==> src/rtl/lstm_cell_state_update.sv <==
// LSTM cell/hidden state update: c = f*c + i*g, h = o*hardtanh(c) on one shared multiplier.
// Define LSTM_STATE_SAT_EN to saturate c/h results instead of wrapping them.
module lstm_cell_state_update #(
  parameter int DATA_W = 16,
  parameter int FRAC_W = 12,
  parameter int STEP_W = 8
) (
  input  logic                     clk,
  input  logic                     rst,
  input  logic                     clear,
  input  logic                     Fun_Cell_EN,
  input  logic                     Hidden_EN,
  input  logic signed [DATA_W-1:0] gate_i,
  input  logic signed [DATA_W-1:0] gate_f,
  input  logic signed [DATA_W-1:0] gate_g,
  input  logic signed [DATA_W-1:0] gate_o,
  output logic signed [DATA_W-1:0] c_state,
  output logic signed [DATA_W-1:0] h_state,
  output logic                     h_valid,
  output logic [STEP_W-1:0]        step_cnt,
  output logic                     busy,
  output logic                     seq_err
);

  localparam int PW = 2 * DATA_W;

  localparam logic signed [DATA_W-1:0] ONE     = DATA_W'(1 << FRAC_W);
  localparam logic signed [DATA_W-1:0] NEG_ONE = -ONE;

`ifdef LSTM_STATE_SAT_EN
  localparam logic signed [PW:0] SAT_MAX = (PW+1)'((2 ** (DATA_W - 1)) - 1);
  localparam logic signed [PW:0] SAT_MIN = ~SAT_MAX;
`endif

  typedef enum logic [2:0] {
    IDLE,
    MUL_FC,
    MUL_IG,
    WAIT_H,
    HID
  } state_t;

  state_t r_state;
  state_t w_next;

  logic signed [DATA_W-1:0] r_gi, r_gf, r_gg, r_go;
  logic signed [DATA_W-1:0] r_c, r_h;
  logic signed [PW-1:0]     r_p1;
  logic [STEP_W-1:0]        r_step;
  logic                     r_hv;
  logic                     r_err;

  logic signed [DATA_W-1:0] w_op_a, w_op_b, w_ht;
  logic signed [PW-1:0]     w_prod, w_shift;
  logic signed [PW:0]       w_sum;
  logic                     w_ld_gates, w_ld_p1, w_ld_c, w_ld_h, w_clr;
  logic                     w_fce_err, w_hen_err;

  function automatic logic signed [DATA_W-1:0] fit(input logic signed [PW:0] v);
`ifdef LSTM_STATE_SAT_EN
    if (v > SAT_MAX) return SAT_MAX[DATA_W-1:0];
    if (v < SAT_MIN) return SAT_MIN[DATA_W-1:0];
    return v[DATA_W-1:0];
`else
    return v[DATA_W-1:0];
`endif
  endfunction

  // State register
  always_ff @(posedge clk or posedge rst) begin
    if (rst) r_state <= IDLE;
    else     r_state <= w_next;
  end

  // Next-state logic
  always_comb begin
    w_next = r_state;
    case (r_state)
      IDLE:    if (Fun_Cell_EN) w_next = MUL_FC;
      MUL_FC:  w_next = MUL_IG;
      MUL_IG:  w_next = Hidden_EN ? HID : WAIT_H;
      WAIT_H:  if (Hidden_EN) w_next = HID;
      HID:     w_next = IDLE;
      default: w_next = IDLE;
    endcase
  end

  // State-decoded controls and protocol checks
  always_comb begin
    busy       = (r_state != IDLE);
    w_ld_gates = (r_state == IDLE) && Fun_Cell_EN;
    w_clr      = (r_state == IDLE) && clear;
    w_ld_p1    = (r_state == MUL_FC);
    w_ld_c     = (r_state == MUL_IG);
    w_ld_h     = (r_state == HID);
    w_fce_err  = Fun_Cell_EN && (r_state != IDLE);
    w_hen_err  = Hidden_EN && ((r_state == IDLE) || (r_state == MUL_FC) || (r_state == HID));
  end

  always_comb begin
    if (r_c > ONE)          w_ht = ONE;
    else if (r_c < NEG_ONE) w_ht = NEG_ONE;
    else                    w_ht = r_c;
  end

  // The single multiplier is steered by state: f*c, then i*g, then o*hardtanh(c)
  always_comb begin
    w_op_a = r_gi;
    w_op_b = r_gg;
    case (r_state)
      MUL_FC:  begin w_op_a = r_gf; w_op_b = r_c;  end
      HID:     begin w_op_a = r_go; w_op_b = w_ht; end
      default: ;
    endcase
  end

  assign w_prod  = PW'(w_op_a) * PW'(w_op_b);
  assign w_shift = w_prod >>> FRAC_W;
  assign w_sum   = (PW+1)'(r_p1) + (PW+1)'(w_shift);

  always_ff @(posedge clk or posedge rst) begin
    if (rst) begin
      r_gi   <= '0;
      r_gf   <= '0;
      r_gg   <= '0;
      r_go   <= '0;
      r_p1   <= '0;
      r_c    <= '0;
      r_h    <= '0;
      r_step <= '0;
      r_hv   <= 1'b0;
      r_err  <= 1'b0;
    end else begin
      r_hv <= w_ld_h;
      if (w_clr) begin
        r_c    <= '0;
        r_h    <= '0;
        r_step <= '0;
      end
      if (w_ld_gates) begin
        r_gi <= gate_i;
        r_gf <= gate_f;
        r_gg <= gate_g;
        r_go <= gate_o;
      end
      if (w_ld_p1) r_p1 <= w_shift;
      if (w_ld_c)  r_c  <= fit(w_sum);
      if (w_ld_h) begin
        r_h    <= fit((PW+1)'(w_shift));
        r_step <= r_step + STEP_W'(1);
      end
      // A violation in the same cycle as clear still leaves the flag set
      if (w_clr) r_err <= 1'b0;
      if (w_fce_err || w_hen_err) r_err <= 1'b1;
    end
  end

  assign c_state  = r_c;
  assign h_state  = r_h;
  assign h_valid  = r_hv;
  assign step_cnt = r_step;
  assign seq_err  = r_err;

endmodule

==> config.mk <==
export PLATFORM = sky130hd
export DESIGN_NAME = lstm_cell_state_update
export DESIGN_NICKNAME = d
export VERILOG_FILES = /design/src/rtl/lstm_cell_state_update.sv
export SDC_FILE = /design/constraint.sdc
export NUM_CORES = 1
export LEC_CHECK = 0
export CAP_MARGIN = 25
export CORE_ASPECT_RATIO = 1.75
export CORE_MARGIN = 3
export CORE_UTILIZATION = 55
export CTS_BUF_LIST = sky130_fd_sc_hd__clkbuf_4
export DETAILED_ROUTE_END_ITERATION = 10
export GPL_ROUTABILITY_DRIVEN = 0
export PLACE_DENSITY_LB_ADDON = 0.08
export SLEW_MARGIN = 20
export SYNTH_ARGS = -nofsm -noshare
export SYNTH_HDL_FRONTEND = slang
export SYNTH_SLANG_ARGS = --single-unit
==> constraint.sdc <==
create_clock -name clk -period 8.9 [get_ports clk]
set_clock_uncertainty 0.1 [all_clocks]
set_input_delay 0.89 -clock clk [delete_from_list [all_inputs] [get_ports clk]]
set_output_delay 0.89 -clock clk [all_outputs]
set_load 0.02 [all_outputs]
# After elaboration in Yosys (flattened, before gate mapping)
# Cells that the tools add are included.
# op_classes
mux	15
n_addsub	2
n_eq_ne	6
order_cmp	2
multipliers	1
reduce_logical	13
# op_table
operator	n
16-bit 2-to-1 mux	5
16-bit one-hot mux with 2 select lines	2
16-bit by 16-bit multiplier with 28-bit output	1
16-bit adder	1
16-bit by 14-bit greater-than comparator with 1-bit output (second input constant)	1
16-bit by 13-bit less-than comparator with 1-bit output (second input constant)	1
8-bit 2-to-1 mux	2
3-bit one-hot mux with 4 select lines	1
3-bit 2-to-1 mux	3
8-bit by 1-bit adder with 8-bit output (second input constant)	1
3-bit by 2-bit equality test with 1-bit output (second input constant)	2
2-bit nonzero test	3
1-bit logical AND	4
2-bit != test (second input constant)	2
3-bit by 1-bit equality test with 1-bit output (second input constant)	1
3-bit equality test (second input constant)	1
3-bit logical NOT	1
1-bit logical OR	3
3-bit nonzero test	1
1-bit 2-to-1 mux	2
2-bit AND reduction	1
# word_totals
reg_bits	125
out_inout_bits	43

# Logic depth before layout (Yosys ltp)
# Gate-level depths: netlist (run 1).
# logic_depth
depth_word	7
mapped_depth	42
mapped_depth_nobuf	39

# Least setup slack after synthesis (run 1)
# No wires, ideal clock.
# synth_path
kind	reg-to-reg
from	register r_c[9], in the netlist c_state[9]
to	register r_c[14], in the netlist c_state[14]
path_stages_with_launch	39
arrival_time_ps	9157
slack_ps	-479
required_time_ps	8678
cell_sequence	dfrtp_1 > nor4b_1 > nand4_1 > and2_1 > o31ai_2 > clkbuf_1 > a22oi_1 > clkbuf_1 > nor2_1 > fa_1 > inv_1 > fa_1 > fa_1 > fa_1 > inv_1 > fa_1 > fa_1 > ha_1 > [... 3 more ...] > o21ba_2 > o41ai_4 > and2_1 > nor2_1 > xor2_1 > inv_1 > ha_1 > nor2b_1 > o21ai_0 > a21boi_0 > o21ai_0 > a21boi_0 > o21ai_0 > a21oi_1 > o31ai_1 > a2111o_1 > a21o_1 > a32o_1
# synth_via
elab_chain_cells	7
word_cells_on_any_way	8
cone_classes	1 x add/sub; 1 x mul; 2 x order compare; 4 x mux
# synth_lines
element	line	text
start: declaration	47	logic signed [DATA_W-1:0] r_c, r_h;
start signal: assignment	147	if (w_ld_c) r_c <= fit(w_sum);
16-bit by 13-bit less-than comparator with 1-bit output	102	else if (r_c < NEG_ONE) w_ht = NEG_ONE;
16-bit 2-to-1 mux	102	
16-bit 2-to-1 mux	101	if (r_c > ONE) w_ht = ONE;
16-bit one-hot mux with 2 select lines (*)	110	case (r_state)
16-bit by 16-bit multiplier with 28-bit output (*)	117	assign w_prod = PW'(w_op_a) * PW'(w_op_b);
named net w_prod[14]	54	logic signed [PW-1:0] w_prod, w_shift;
16-bit adder (*)	119	assign w_sum = (PW+1)'(r_p1) + (PW+1)'(w_shift);
16-bit 2-to-1 mux (*)	147	
# The timed path passes the listed nets; every way through them passes the cells marked *.
# A chain may end at the register's enable or synchronous reset.

# Final worst setup path (run 1)
# layout_path
from	register r_c[13], in the netlist c_state[13]
to	register r_c[15], in the netlist c_state[15]
# The elaborated chain is that of the path after synthesis.

==> metrics.yaml, run 1 <==
timing:
  timing.final.crit_period_ps: 9000
  fmax_ghz: 0.111
  setup_slack_ps: -104
  worst_hold_slack_ps: 407
  hold_viol: 0
  slew_viol_final: 0
  worstMarginPinSlew_ps: 925
  period_share_pct: 101
  rsz0062_at_grt: "yes"
  slew_headroom_pct: 38.2
  setup_viol: 3
clock_tree:
  clk_latency_ps: 600
  postCtsHoldBufs: 0
  cts_made_buffers: 17
  htree_levels: 4
  cts_sinks: 125
  path_clk_slew_ps: 140
  cts_tree: "built"
  clock_path_buffers: 2
  root_buffer: "clkbuf_4"
routing:
  drcViolationCount: 1
  wl_um: 44700
  ant_nets: 0
  drtIter0Drc: 728
  num_vias: 12300
  drtPass1Iterations: 8
  post_drt_via_cell_ratio: 5.64
  post_drt_wl_per_cell_um: 20.6
layout:
  nets: 2227
  drive_above_1_share_pct: 21.4
  finalNonFillerCells: 2172
  area_growth_syn_to_layout_pct: 24.7
synthesis:
  synth_ff_type: "dfrtp_1"
  ys_ff_latch: 125
  synth_fp_nets: 1951
  synth_cell_types: 72
  synth.avg_cell_area_um2: 9.42
  synth_top_area_cell: "fa_1"
  synth_top_area_share_pct: 31.2
  ys_seq_area_share_pct: 21.3
  yosys-top-cells-area: "fa_1, dfrtp_1, inv_1, ha_1, mux2_2"
  synth_edf_count: 0
  ys_async_sr_fraction_pct: 100
  ys_warn_count: 0
  syn_inst: 1562
  syn_area_um2: 14700
place:
  preCtsSetupSlack_ps: -254
  hpwl_um: 37400
  place_inst: 2126
  io_buffers: 111
die:
  placementRows: 78
  fp.dieW_um: 130
  io_pins: 112
  die_h_um: 222
  dieArea_um2: 28800
  initial_utilization_pct: 56.3
  fp.coreArea_um2: 26200
setup_path:
  critPathTopFamily: "adder cells"
  slowest_delay_ps: 600
  crit_path_end_kind: "flip-flop"
  reg2reg_slack_ps: -100
  path_max_fanout: 6
  rr_startpoint: "c_state[13]"
  crit_buf_inv: 7
  slowest_stage: "fa_1"
  worstSetupStartpointType: "flip-flop"
  crit_top_cell: "fa_1"
  r2r_end: "c_state[15]"
  cp.arrival_ps: 9370
  worstRegToRegCells: 38
  crit_type: "flip-flop to flip-flop"
  critical_path_required_ps: 9270
global_route:
  grt_max_degree: 66
  grt-ovfl-total: 0
  track_usage_pct: 32.3
  grt_pass1_wl_um: 70500
  grt_pass1_vias: 13600
  antenna_found_initial: 1
min_path:
  holdCritStartpoint: "r_p1[3]"
  hold_path.class: "flip-flop to flip-flop"
  hold_path_depth: 2
  hold_end: "r_p1[3]"
status:
  status: "finished, violations left"
  violations: "design-rule violations, negative setup slack"
flow_run:
  drv_cap: 0
## cell usage after synthesis (5+ instances only)
cell	number
mux2_2	64
nand3_1	29
o22a_1	6
clkbuf_1	47
dfrtp_1	125
nand4_1	5
nor2_1	166
ha_1	91
o31ai_1	7
nand2_1	145
xnor2_1	30
a21oi_1	36
buf_2	5
xor2_1	13
o21ai_1	6
a22o_1	9
a21o_1	33
nand2b_1	15
o21ai_0	58
a22oi_1	12
o22ai_1	33
and3_1	6
and2_1	7
fa_1	229
inv_1	312
nor3_1	7
## sequential cells by signal, summed over array words and instances, names as in the netlist
| signal | count |
|---|---|
| c_state | 16 |
| h_state | 16 |
| r_gf | 16 |
| r_gg | 16 |
| r_gi | 16 |
| r_go | 16 |
| r_p1 | 16 |
| step_cnt | 8 |
| r_state | 3 |
| h_valid | 1 |
| seq_err | 1 |
## worst reg2reg max path, delay by kind of cell (launching register included)
family	cells	cell delay, ps
DFF	1	420
and+or+nand+nor	6	780
adders and majority gates	9	3880
xor gates and xnor gates	3	520
AOI/OAI and AO/OA	13	2430
buffers and inverters	7	760
## how the worst max path moves through the flow
stage / start / endpoint / slack, ps / depth (start not counted)
CTS: c_state[15] / c_state[14] / 0.6 / 37
floorplan: r_state[1] / c_state[14] / 5 / 37
finish: c_state[13] / c_state[15] / -100 / 38
global placement: c_state[13] / c_state[14] / 10 / 38
detailed placement: c_state[14] / c_state[14] / -250 / 37
global route: c_state[13] / c_state[14] / -550 / 38
## metrics by stage
stage | area, um2 | utilization (%) | TNS, ps
3_3_place_gp | 17500 | 67.1 | 0
6_report | 18400 | 70.2 | -221
2_1_floorplan | 14800 | - | 0
5_1_grt | 18400 | 70.2 | -2590
3_5_place_dp | 17500 | 67.1 | -788
4_1_cts | 17900 | 68.5 | 0
## layout by cell type, fill, tap and decap left out, types with 4 or more instances in the layout
cell type	synthesis	final
a21o_1	33	32
a21oi_1	36	30
a21oi_2	3	6
a22o_1	9	9
a22oi_1	12	8
a22oi_2	0	4
and2_1	7	4
and3_1	6	6
buf_12	0	7
buf_4	1	192
buf_6	1	4
clkbuf_4	0	17
clkdlybuf4s50_1	0	111
dfrtp_1	125	114
dfrtp_2	0	11
fa_1	229	226
ha_1	91	81
ha_4	0	8
inv_1	312	306
inv_2	0	5
inv_8	0	4
mux2_2	64	64
nand2_1	145	144
nand2b_1	15	15
nand3_1	29	29
nand4_1	5	5
nor2_1	166	159
nor2_2	0	6
nor3_1	7	5
o21ai_0	58	52
o21ai_1	6	10
o21ai_2	2	4
o22a_1	6	6
o22ai_1	33	33
o31ai_1	7	6
xnor2_1	30	24
xnor2_2	1	5
xor2_1	13	10
## timing repair
item                                   in CTS  in global routing
resized for setup                          17                 69
buffers inserted                            2                 11
endpoints found under the hold margin       0                  0
pin swaps                                   6                 48
setup endpoints to repair                   5                  7
## cell type report
cell class / instances / area [um2]
antenna: 1 / 2.50
clock buffer: 17 / 128
clock inverter: 15 / 150
fill: 2042 / 7800
inverter: 312 / 1170
multi-input combinational: 1068 / 10600
sequential: 125 / 3140
tap: 320 / 400
timing repair buffer: 314 / 2740
## logic make-up (layout without fill, tap and decap cells)
family / after synthesis / count (layout) / share of synthesized area [%]
xor gates and xnor gates: 45 / 45 / 2.78
AOI/OAI and AO/OA: 236 / 236 / 10.7
buffers and inverters: 369 / 658 / 9.53
adders and majority gates: 320 / 320 / 38.9
muxes: 66 / 66 / 5.04
and+or+nand+nor: 401 / 401 / 11.8
other: 0 / 1 / 0
DFF: 125 / 125 / 21.3
## per-layer routing
metal  track usage (%)  up-vias  share of wire [%]
li1                  -     5497                  -
met1              34.2     6120                 34
met2              57.8      445                 53
met3              5.32      193                4.4
met4              20.7        0                8.4
met5                 0        -                  0
Power of run 1 is left out: the tool's default activity adds up to more than one toggle a clock period on the data nets, which glitch-free logic cannot reach.
==> inputs of run 2 (changes only) <==
--- a/config.mk
+++ b/config.mk
@@ -7,9 +7,10 @@
 export LEC_CHECK = 0
 export CAP_MARGIN = 25
 export CORE_ASPECT_RATIO = 1.75
-export CORE_MARGIN = 3
+export CORE_MARGIN = 1
 export CORE_UTILIZATION = 55
 export CTS_BUF_LIST = sky130_fd_sc_hd__clkbuf_4
+export CTS_CLUSTER_DIAMETER = 40
 export DETAILED_ROUTE_END_ITERATION = 10
 export GPL_ROUTABILITY_DRIVEN = 0
 export PLACE_DENSITY_LB_ADDON = 0.08
==> metrics.yaml, run 2 (synthesis results as in run 1) <==
die:
  dieArea_um2: 27400  # -4.8%
  io_pins: 112  # unchanged
  initial_utilization_pct: 56.5  # +0.21 points
  die_h_um: 218  # -1.8%
  fp.dieW_um: 126  # -3.1%
  fp.coreArea_um2: 26100  # -0.37%
  placementRows: 78  # unchanged
layout:
  area_growth_syn_to_layout_pct: 27.3
  drive_above_1_share_pct: 23.6  # +2.2 points
  final_cell_mix: "inv_1, fa_1, buf_4"
  layout_commonest_cell: "inv_1"
  finalNonFillerCells: 2195  # +1.1%
  nets: 2250  # +1.0%
  fin_util_pct: 71.9  # +1.7 points
timing:
  period_share_pct: 101  # -0.28 points
  timing.final.crit_period_ps: 8980  # -25.2 ps
  setup_slack_ps: -78.6  # +25.2 ps
  worstMarginPinSlew_ps: 915  # -9.91 ps
  hold_viol: 0  # unchanged
  setup_viol: 2  # -1
  slew_viol_final: 0  # unchanged
  slew_headroom_pct: 39.0  # +0.81 points
  rsz0062_at_grt: "yes"
  setup_tns_ps: -152  # +69.0 ps
  fmax_ghz: 0.111  # +0.28%
routing:
  wl_um: 44600  # -0.35%
  post_drt_via_cell_ratio: 5.66  # +0.28%
  num_vias: 12400  # +1.3%
  post_drt_wl_per_cell_um: 20.3  # -1.4%
  drtPass1Iterations: 11  # +3
  ant_nets: 0  # unchanged
  drcViolationCount: 1  # unchanged
  drtIter0Drc: 702  # -3.6%
clock_tree:
  path_clk_slew_ps: 130  # about the same
  clk_latency_ps: 610  # about the same
  clock_path_buffers: 2  # unchanged
  postCtsHoldBufs: 0  # unchanged
  cts_sinks: 125  # unchanged
  cts_tree: "built"
  root_buffer: "clkbuf_4"
  cts_made_buffers: 17  # unchanged
  htree_levels: 4  # unchanged
setup_path:
  rr_startpoint: "c_state[3]"
  worstSetupStartpointType: "flip-flop"
  worstRegToRegCells: 38  # unchanged
  path_max_fanout: 5  # -1
  slowest_delay_ps: 550  # -50 ps
  crit_top_cell: "fa_1"
  r2r_end: "c_state[14]"
  reg2reg_slack_ps: -80  # +30 ps
  crit_type: "flip-flop to flip-flop"
  critical_path_required_ps: 9290  # +20 ps
  cp.arrival_ps: 9370  # about the same
  crit_path_end_kind: "flip-flop"
  slowest_stage: "fa_1"
place:
  hpwl_um: 36600  # -2.1%
  io_buffers: 111  # unchanged
  place_inst: 2139  # +0.61%
  preCtsSetupSlack_ps: -272  # -17.6 ps
min_path:
  hold_path_depth: 2  # unchanged
  hold_path.class: "flip-flop to flip-flop"
  hold_end: "r_p1[11]"
  holdCritStartpoint: "r_p1[11]"
global_route:
  grt_pass1_vias: 13400  # -1.2%
  antenna_found_initial: 1  # unchanged
  track_usage_pct: 34.1  # +1.8 points
  grt-ovfl-total: 0  # unchanged
  grt_pass1_wl_um: 70200  # -0.40%
  grt_max_degree: 66  # unchanged
status:
  status: "finished, violations left"
  violations: "design-rule violations, negative setup slack"
flow_run:
  drv_cap: 0  # unchanged
## run 2: cell types whose count changed in the layout (fill, tap and decap cells not counted), moves of 5 or more
cell     change
nor2_2       +9
a21oi_2      +5
nor2_1      -11
buf_4       +13
a21oi_1      -5
buf_6        +7
## run 2: layout make-up
class,count,area [um2]
multi-input combinational,1068,10800
clock buffer,17,128
antenna,1,2.50
inverter,312,1170
timing repair buffer,337,2960
sequential,125,3140
clock inverter,15,176
fill,1963,7330
tap,320,400
## run 2: worst max-delay path: cells and delay by family (launching register included)
family	cells	cell delay [ps]
and+or+nand+nor	7	1300
buffers and inverters	5	580
xor gates and xnor gates	1	240
AOI/OAI and AO/OA	17	2880
DFF	1	430
adders and majority gates	8	3330
## run 2: repair_timing
action                                  4_1_cts  5_1_grt
endpoints found under the setup margin        4        6
buffers inserted                             10       13
gates cloned                                  0        2
pin swaps                                    24       54
resized for setup                            39       85
## run 2: metrics by stage
step	area [um2]	hold slack (ps)
2_1_floorplan	14800	352
3_3_place_gp	17700	372
3_5_place_dp	17700	376
4_1_cts	18200	410
5_1_grt	18700	421
6_report	18700	411
## run 2: routing by layer
| metal | track usage [%] | vias to the layer above | wire length, um |
|---|---|---|---|
| li1 | - | 5527 | - |
| met1 | 36.3 | 6299 | 15400 |
| met2 | 65.0 | 437 | 24500 |
| met3 | 3.97 | 156 | 2080 |
| met4 | 18.9 | 0 | 2580 |
| met5 | 0 | - | 0 |
## run 2: worst max path at each step
stage	cells past startpoint	to	slack [ps]	from
floorplan	37	c_state[14]	5	r_state[1]
global route	41	c_state[14]	-450	c_state[3]
CTS	36	c_state[14]	-0.1	c_state[3]
global placement	36	c_state[14]	-70	c_state[15]
detailed placement	36	c_state[14]	-270	c_state[15]
finish	38	c_state[14]	-80	c_state[3]
Power of run 2 is left out for the same reason.
==> inputs of run 3 (changes only) <==
--- a/config.mk
+++ b/config.mk
@@ -9,7 +9,6 @@
 export CORE_ASPECT_RATIO = 1.75
 export CORE_MARGIN = 1
 export CORE_UTILIZATION = 55
-export CTS_BUF_LIST = sky130_fd_sc_hd__clkbuf_4
 export CTS_CLUSTER_DIAMETER = 40
 export DETAILED_ROUTE_END_ITERATION = 10
 export GPL_ROUTABILITY_DRIVEN = 0
==> metrics.yaml, run 3 (synthesis results as in run 1) <==
status:
  status: "finished, violations left"
  violations: "design-rule violations, negative setup slack"
setup_path:
  cp.arrival_ps: 9220  # -150 ps
  slowest_stage: "fa_1"
  crit_path_end_kind: "flip-flop"
  crit_type: "flip-flop to flip-flop"
  worstSetupStartpointType: "flip-flop"
  critical_path_required_ps: 9080  # -210 ps
  path_max_fanout: 9  # +4
  crit_top_cell: "fa_1"
  slowest_delay_ps: 560  # about the same
clock_tree:
  postCtsHoldBufs: 0  # unchanged
  htree_levels: 4  # unchanged
  clk_latency_ps: 440  # -170 ps
  path_clk_slew_ps: 60  # -70 ps
  cts_tree: "built"
  clock_path_buffers: 2  # unchanged
  cts_made_buffers: 17  # unchanged
  cts_sinks: 125  # unchanged
  root_buffer: "clkbuf_16"
timing:
  hold_viol: 0  # unchanged
  period_share_pct: 102  # +0.75 points
  rsz0062_at_grt: "yes"
  timing.final.crit_period_ps: 9050  # +66.4 ps
  setup_viol: 3  # +1
  setup_slack_ps: -145  # -66.4 ps
  fmax_ghz: 0.111  # -0.74%
  slew_viol_final: 0  # unchanged
  worstMarginPinSlew_ps: 918  # +3.01 ps
  slew_headroom_pct: 38.8  # -0.20 points
  setup_tns_ps: -331  # -179 ps
global_route:
  grt-ovfl-total: 0  # unchanged
  antenna_found_initial: 0  # -1
  grt_pass1_vias: 13500  # +0.59%
  track_usage_pct: 34.4  # +0.24 points
  grt_pass1_wl_um: 70600  # +0.65%
  grt_max_degree: 66  # unchanged
layout:
  nets: 2242  # -0.36%
  fin_util_pct: 72.1  # +0.25 points
  post-route-cell-area_um2: 18800  # +0.35%
  final_cell_mix: "inv_1, fa_1, buf_4"
  layout_commonest_cell: "inv_1"
  fill_cells: 1944  # -0.97%
  drive_above_1_share_pct: 21.6  # -2.0 points
  insertedDiodeCount: 0  # -1
  area_growth_syn_to_layout_pct: 27.7
routing:
  drtIter0Drc: 672  # -4.3%
  num_vias: 12400  # -0.11%
  wl_um: 44300  # -0.56%
  drtPass1Iterations: 8  # -3
  post_drt_via_cell_ratio: 5.67  # +0.30%
  post_drt_wl_per_cell_um: 20.3  # -0.15%
  ant_nets: 0  # unchanged
  drcViolationCount: 1  # unchanged
place:
  hpwl_um: 36600  # unchanged
  io_buffers: 111  # unchanged
  placed_area_um2: 17700  # unchanged
min_path:
  hold_path.class: "flip-flop to flip-flop"
flow_run:
  drv_cap: 0  # unchanged
die:
  die_h_um: 218  # unchanged
  placementRows: 78  # unchanged
  io_pins: 112  # unchanged
  fp.dieW_um: 126  # unchanged
  fp.coreArea_um2: 26100  # unchanged
  dieArea_um2: 27400  # unchanged
  initial_utilization_pct: 56.5  # unchanged
[run 3: changes by cell type in the layout (fill, tap and decap cells not counted), moves of 5 or more]
| cell | change |
|---|---|
| clkbuf_4 | -17 |
| ha_1 | +6 |
| nor2_1 | +10 |
| buf_6 | -5 |
| ha_4 | -5 |
| clkbuf_16 | +17 |
| nor2_2 | -8 |
[run 3: metrics by stage]
step                      worst slack [ps]  std cells  hold WS [ps]
after floorplan                       4.93       1562           352
after global placement               -65.8       2139           372
after detailed placement              -272       2139           376
after CTS                            -25.9       2179           397
after global routing                  -436       2186           406
final                                 -145       2186           395
[run 3: final cells by class]
| cell class | instances | area (um2) | share of cell area [%] |
|---|---|---|---|
| multi-input cells | 1068 | 10600 | 56.3 |
| well taps | 320 | 400 | 2.13 |
| inverters | 312 | 1170 | 6.24 |
| clock buffers | 17 | 425 | 2.26 |
| clock inverters | 15 | 176 | 0.939 |
| repair buffers | 329 | 2890 | 15.4 |
| flip-flops and latches | 125 | 3140 | 16.7 |
[run 3: repair_timing]
item | in CTS | in global routing
setup buffers | 9 | 7
gates cloned | 0 | 0
pin swaps | 26 | 22
endpoints found under the setup margin | 4 | 6
resized for setup | 31 | 50
[run 3: final timing paths]
check / start / to / slack, ps / cells past startpoint
max in group asynchronous: rst / c_state[8] / 6470 / 3
min in group asynchronous: rst / r_gg[1] / 830 / 2
min: r_p1[4] / r_p1[4] / 390 / 2
max reg2reg: r_state[2] / c_state[15] / -150 / 34
max: r_state[2] / c_state[15] / -150 / 34
min reg2reg: r_p1[4] / r_p1[4] / 390 / 2
[run 3: critical path, delay by kind of cell (launching register included)]
family                     cells  cell delay, ps
DFF                            1             390
xor gates and xnor gates       3             640
buffers and inverters          5             600
AOI/OAI and AO/OA             14            2640
and+or+nand+nor                4             930
adders and majority gates      8            3600
[run 3: layer usage]
metal	GRT usage, %	routed length, um
met1	36.3	14800
met4	18.6	2930
met5	0	0
met3	4.09	2400
met2	65.8	24100
Power of run 3 is left out for the same reason.
==> RTL edit 1 (flow settings as in run 1) <==
Register the output `step_cnt` once more, with the module's reset; this adds one clock of latency there. The other outputs are not delayed to match.
--- a/src/rtl/lstm_cell_state_update.sv
+++ b/src/rtl/lstm_cell_state_update.sv
@@ -159,5 +159,11 @@
   assign h_state  = r_h;
   assign h_valid  = r_hv;
-  assign step_cnt = r_step;
+  always_ff @(posedge clk or posedge rst) begin
+    if (rst) begin
+      step_cnt <= '0;
+    end else begin
+      step_cnt <= r_step;
+    end
+  end
   assign seq_err  = r_err;
 
Check against the original RTL: not settled (the Yosys comparison gave no result); the edit may change what the design does.
==> RTL edit 1 against run 1 <==
Non-clock buffer count grew 20; sequential share of layout area grew 0.60 points; cell area grew 2.7%; synthesized area grew 0.70%; wire length grew 4.5%; first-iteration DRC count grew 23%; setup slack gained 0.10 ns; sequential cell count grew 8; critical endpoint is now c_state[14]; highest routed layer unchanged.
Power is not shown: default switching activity piles up to over one toggle a cycle in this logic, so the estimate is an artifact.
==> RTL edit 1: results (changes against run 1) <==
| Metric | Value |
|---|---|
| Global Route Usage Sum | `33.2% (+0.91 points)` |
| DRT iter0 DRCs | `896 (+23%)` |
| Maximum fanout along the worst path | `12 (+6)` |
| Met1 track demand over resource | `35.5% (+1.2 points)` |
| Synth Area in Compound Gates | `10.2% (-0.50 points)` |
| Multiplexer area fraction after synthesis | `5.01% (-0.035 points)` |
| Worst Setup SP | `c_state[14]` |
| Largest stage delay on the critical path | `0.56 ns (-0.04 ns)` |
| Synth top cells by count | `302 x inv_1, 229 x fa_1, 168 x nand2_1` |
| Vias | `12,400 (+1.6%)` |
| M1 wire length | `15.7 mm (+3.2%)` |
| R2R cell count | `41 (+7.9%)` |
| Xor and xnor fraction of the mapped netlist area | `2.69% (-0.095 points)` |
| Slew @ Worst Pin | `0.957 ns (+0.0316 ns)` |
| Dominant cells by area after synthesis | `fa_1 31%, dfrtp_1 22%, ha_1 7.7%` |
| Net count, final | `2,235 (+0.36%)` |
| Layout cell share with drive strength beyond 1 | `25.3% (+3.9 points)` |
| Status | `complete, no violations` |
| Largest net degree at the start of global routing | `74 (+12%)` |
| Adder-Cell Fraction of Synth Area | `38.6% (-0.27 points)` |
| Sequential element share of the synthesized area | `22.5% (+1.2 points)` |
| Met3 WL | `2.32 mm (+18%)` |
| Drt first pass iters | `5 (-3)` |
| CP Capture Point | `c_state[14]` |
| Fillers | `1,968 (-3.6%)` |
| Setup slack, reg-to-reg | `0.00006 ns (+0.10 ns)` |
| Post-DP HPWL | `37.9 mm (+1.4%)` |
-- RTL edit 1: final cells by class --
type | count | area (um2) | share of cell area (%)
multi-input cells | 1057 | 10800 | 57.2
well taps | 320 | 400 | 2.12
clock inverters | 14 | 103 | 0.544
clock buffers | 18 | 135 | 0.717
diodes | 1 | 2.50 | 0.0133
repair buffers | 334 | 2950 | 15.6
inverters | 303 | 1140 | 6.06
flip-flops and latches | 133 | 3340 | 17.7
-- RTL edit 1: metrics by stage --
| stage | std cells | setup WS [ns] | setup TNS, ns | utilization, % | area [um2] |
|---|---|---|---|---|---|
| 2_1_floorplan | 1547 | 0.00656 | 0 | - | 14900 |
| 3_3_place_gp | 2108 | -0.245 | -0.583 | 67.0 | 17600 |
| 3_5_place_dp | 2108 | -0.480 | -1.73 | 67.0 | 17600 |
| 4_1_cts | 2159 | -0.00176 | -0.00176 | 69.5 | 18200 |
| 5_1_grt | 2180 | -0.368 | -1.13 | 71.8 | 18900 |
| 6_report | 2180 | 0.0000604 | 0 | 71.8 | 18900 |
-- RTL edit 1: how the worst min path moves through the flow --
| stage | from | to | slack, ns | cells past startpoint |
|---|---|---|---|---|
| 3_5_place_dp | r_step[7] | step_cnt[7] | 0.29 | 0 |
| 3_3_place_gp | r_step[7] | step_cnt[7] | 0.29 | 0 |
| 6_report | r_step[7] | step_cnt[7] | 0.32 | 0 |
| 5_1_grt | r_step[7] | step_cnt[7] | 0.33 | 0 |
| 4_1_cts | r_step[7] | step_cnt[7] | 0.32 | 0 |
| 2_1_floorplan | r_step[7] | step_cnt[7] | 0.27 | 0 |
-- RTL edit 1: timing repair --
action | 4_1_cts | 5_1_grt
endpoints found under the setup margin | 6 | 7
pin swaps | 38 | 50
gates resized for setup | 50 | 108
buffers inserted | 19 | 21
==> RTL edit 2 (flow settings as in run 1) <==
Made on the original files. Build with the macro `LSTM_STATE_SAT_EN` defined.
--- a/src/rtl/lstm_cell_state_update.sv
+++ b/src/rtl/lstm_cell_state_update.sv
@@ -1,4 +1,6 @@
 // LSTM cell/hidden state update: c = f*c + i*g, h = o*hardtanh(c) on one shared multiplier.
 // Define LSTM_STATE_SAT_EN to saturate c/h results instead of wrapping them.
+`define LSTM_STATE_SAT_EN
+
 module lstm_cell_state_update #(
   parameter int DATA_W = 16,
Behaviour: not the same (a bounded check fails within 4 cycles, from zero or initial values and one cycle with rst high).
==> RTL edit 2 against run 1 <==
The run ends with negative setup slack left; non-clock buffer count grew 194; fmax shrank 7.3%; sequential cell count grew 4; global-route usage grew 2.7 points; cell area grew 22%; synthesized area grew 13%; setup slack lost 0.70 ns; largest cell class unchanged; wire length grew 23%.
Power is left out: the tool's default activity adds up to more than one toggle a clock period on the data nets, which glitch-free logic cannot reach.
==> RTL edit 2: results (changes against run 1) <==
| Metric | Value |
|---|---|
| Fin worst setup slack | `-0.808 ns (-0.704 ns)` |
| Total Wirelength | `55.2 mm (+23%)` |
| Worst r2r dst | `c_state[12]` |
| Global Route Usage Sum | `35.0% (+2.7 points)` |
| Met3 Track Usage GR | `5.52% (+0.20 points)` |
| Status | `finished, violations left` |
| Net count, final | `2,680 (+20%)` |
| R2R cell count | `43 (+13%)` |
| Largest stage delay on the critical path | `0.56 ns (-0.04 ns)` |
| Vias in the first global route | `16,300 (+20%)` |
| Inverters | `352 (+13%)` |
| Met1 track demand over resource | `37.9% (+3.7 points)` |
| Layout cell share with drive strength beyond 1 | `29.3% (+7.9 points)` |
| Final number of setup-violating endpoints | `16 (+13)` |
| Layout buffer count excluding clock buffers | `508 (+62%)` |
| Worst-path clk slew | `0.16 ns (+0.02 ns)` |
| Fillers | `2,053 (+0.54%)` |
| DRT iter0 DRCs | `1,110 (+52%)` |
| Synth top cells by count | `350 x inv_1, 263 x fa_1, 184 x nand2_1, 184 x nor2_1, 129 x dfrtp_1` |
| Clk sink count | `129 (+3.2%)` |
| Hold_sp | `step_cnt[7]` |
| Violated checks | `negative setup slack` |
| Clk cell area share | `1.47% (-0.044 points)` |
| Multiplexer area fraction after synthesis | `4.34% (-0.71 points)` |
| Min Hold Slack | `0.397 ns (-0.00967 ns)` |
| Drt first pass iters | `5 (-3)` |
| Met2 Wirelength | `28.4 mm (+20%)` |
RTL edit 2: worst max-delay path by stage:
| stage | startpoint | to |
|---|---|---|
| 2_1_floorplan | c_state[8] | c_state[4] |
| 6_report | c_state[13] | c_state[12] |
| 3_3_place_gp | c_state[10] | c_state[4] |
| 4_1_cts | c_state[10] | c_state[5] |
| 3_5_place_dp | c_state[10] | c_state[4] |
| 5_1_grt | c_state[10] | c_state[6] |
RTL edit 2: per-stage QoR:
step	setup WS [ns]	util, %	TNS (ns)
floorplan	-0.504	-	-6.44
global placement	-1.15	71.9	-17.21
detailed placement	-1.29	71.9	-19.10
CTS	-0.700	74.8	-10.16
global route	-1.16	76.0	-17.67
finish	-0.808	76.0	-11.89
RTL edit 2: what timing repair did:
item / in CTS / in global routing
setup buffers: 29 / 10
gates cloned: 1 / 1
gates resized for setup: 70 / 54
setup endpoints to repair: 16 / 25
pin swaps: 67 / 27
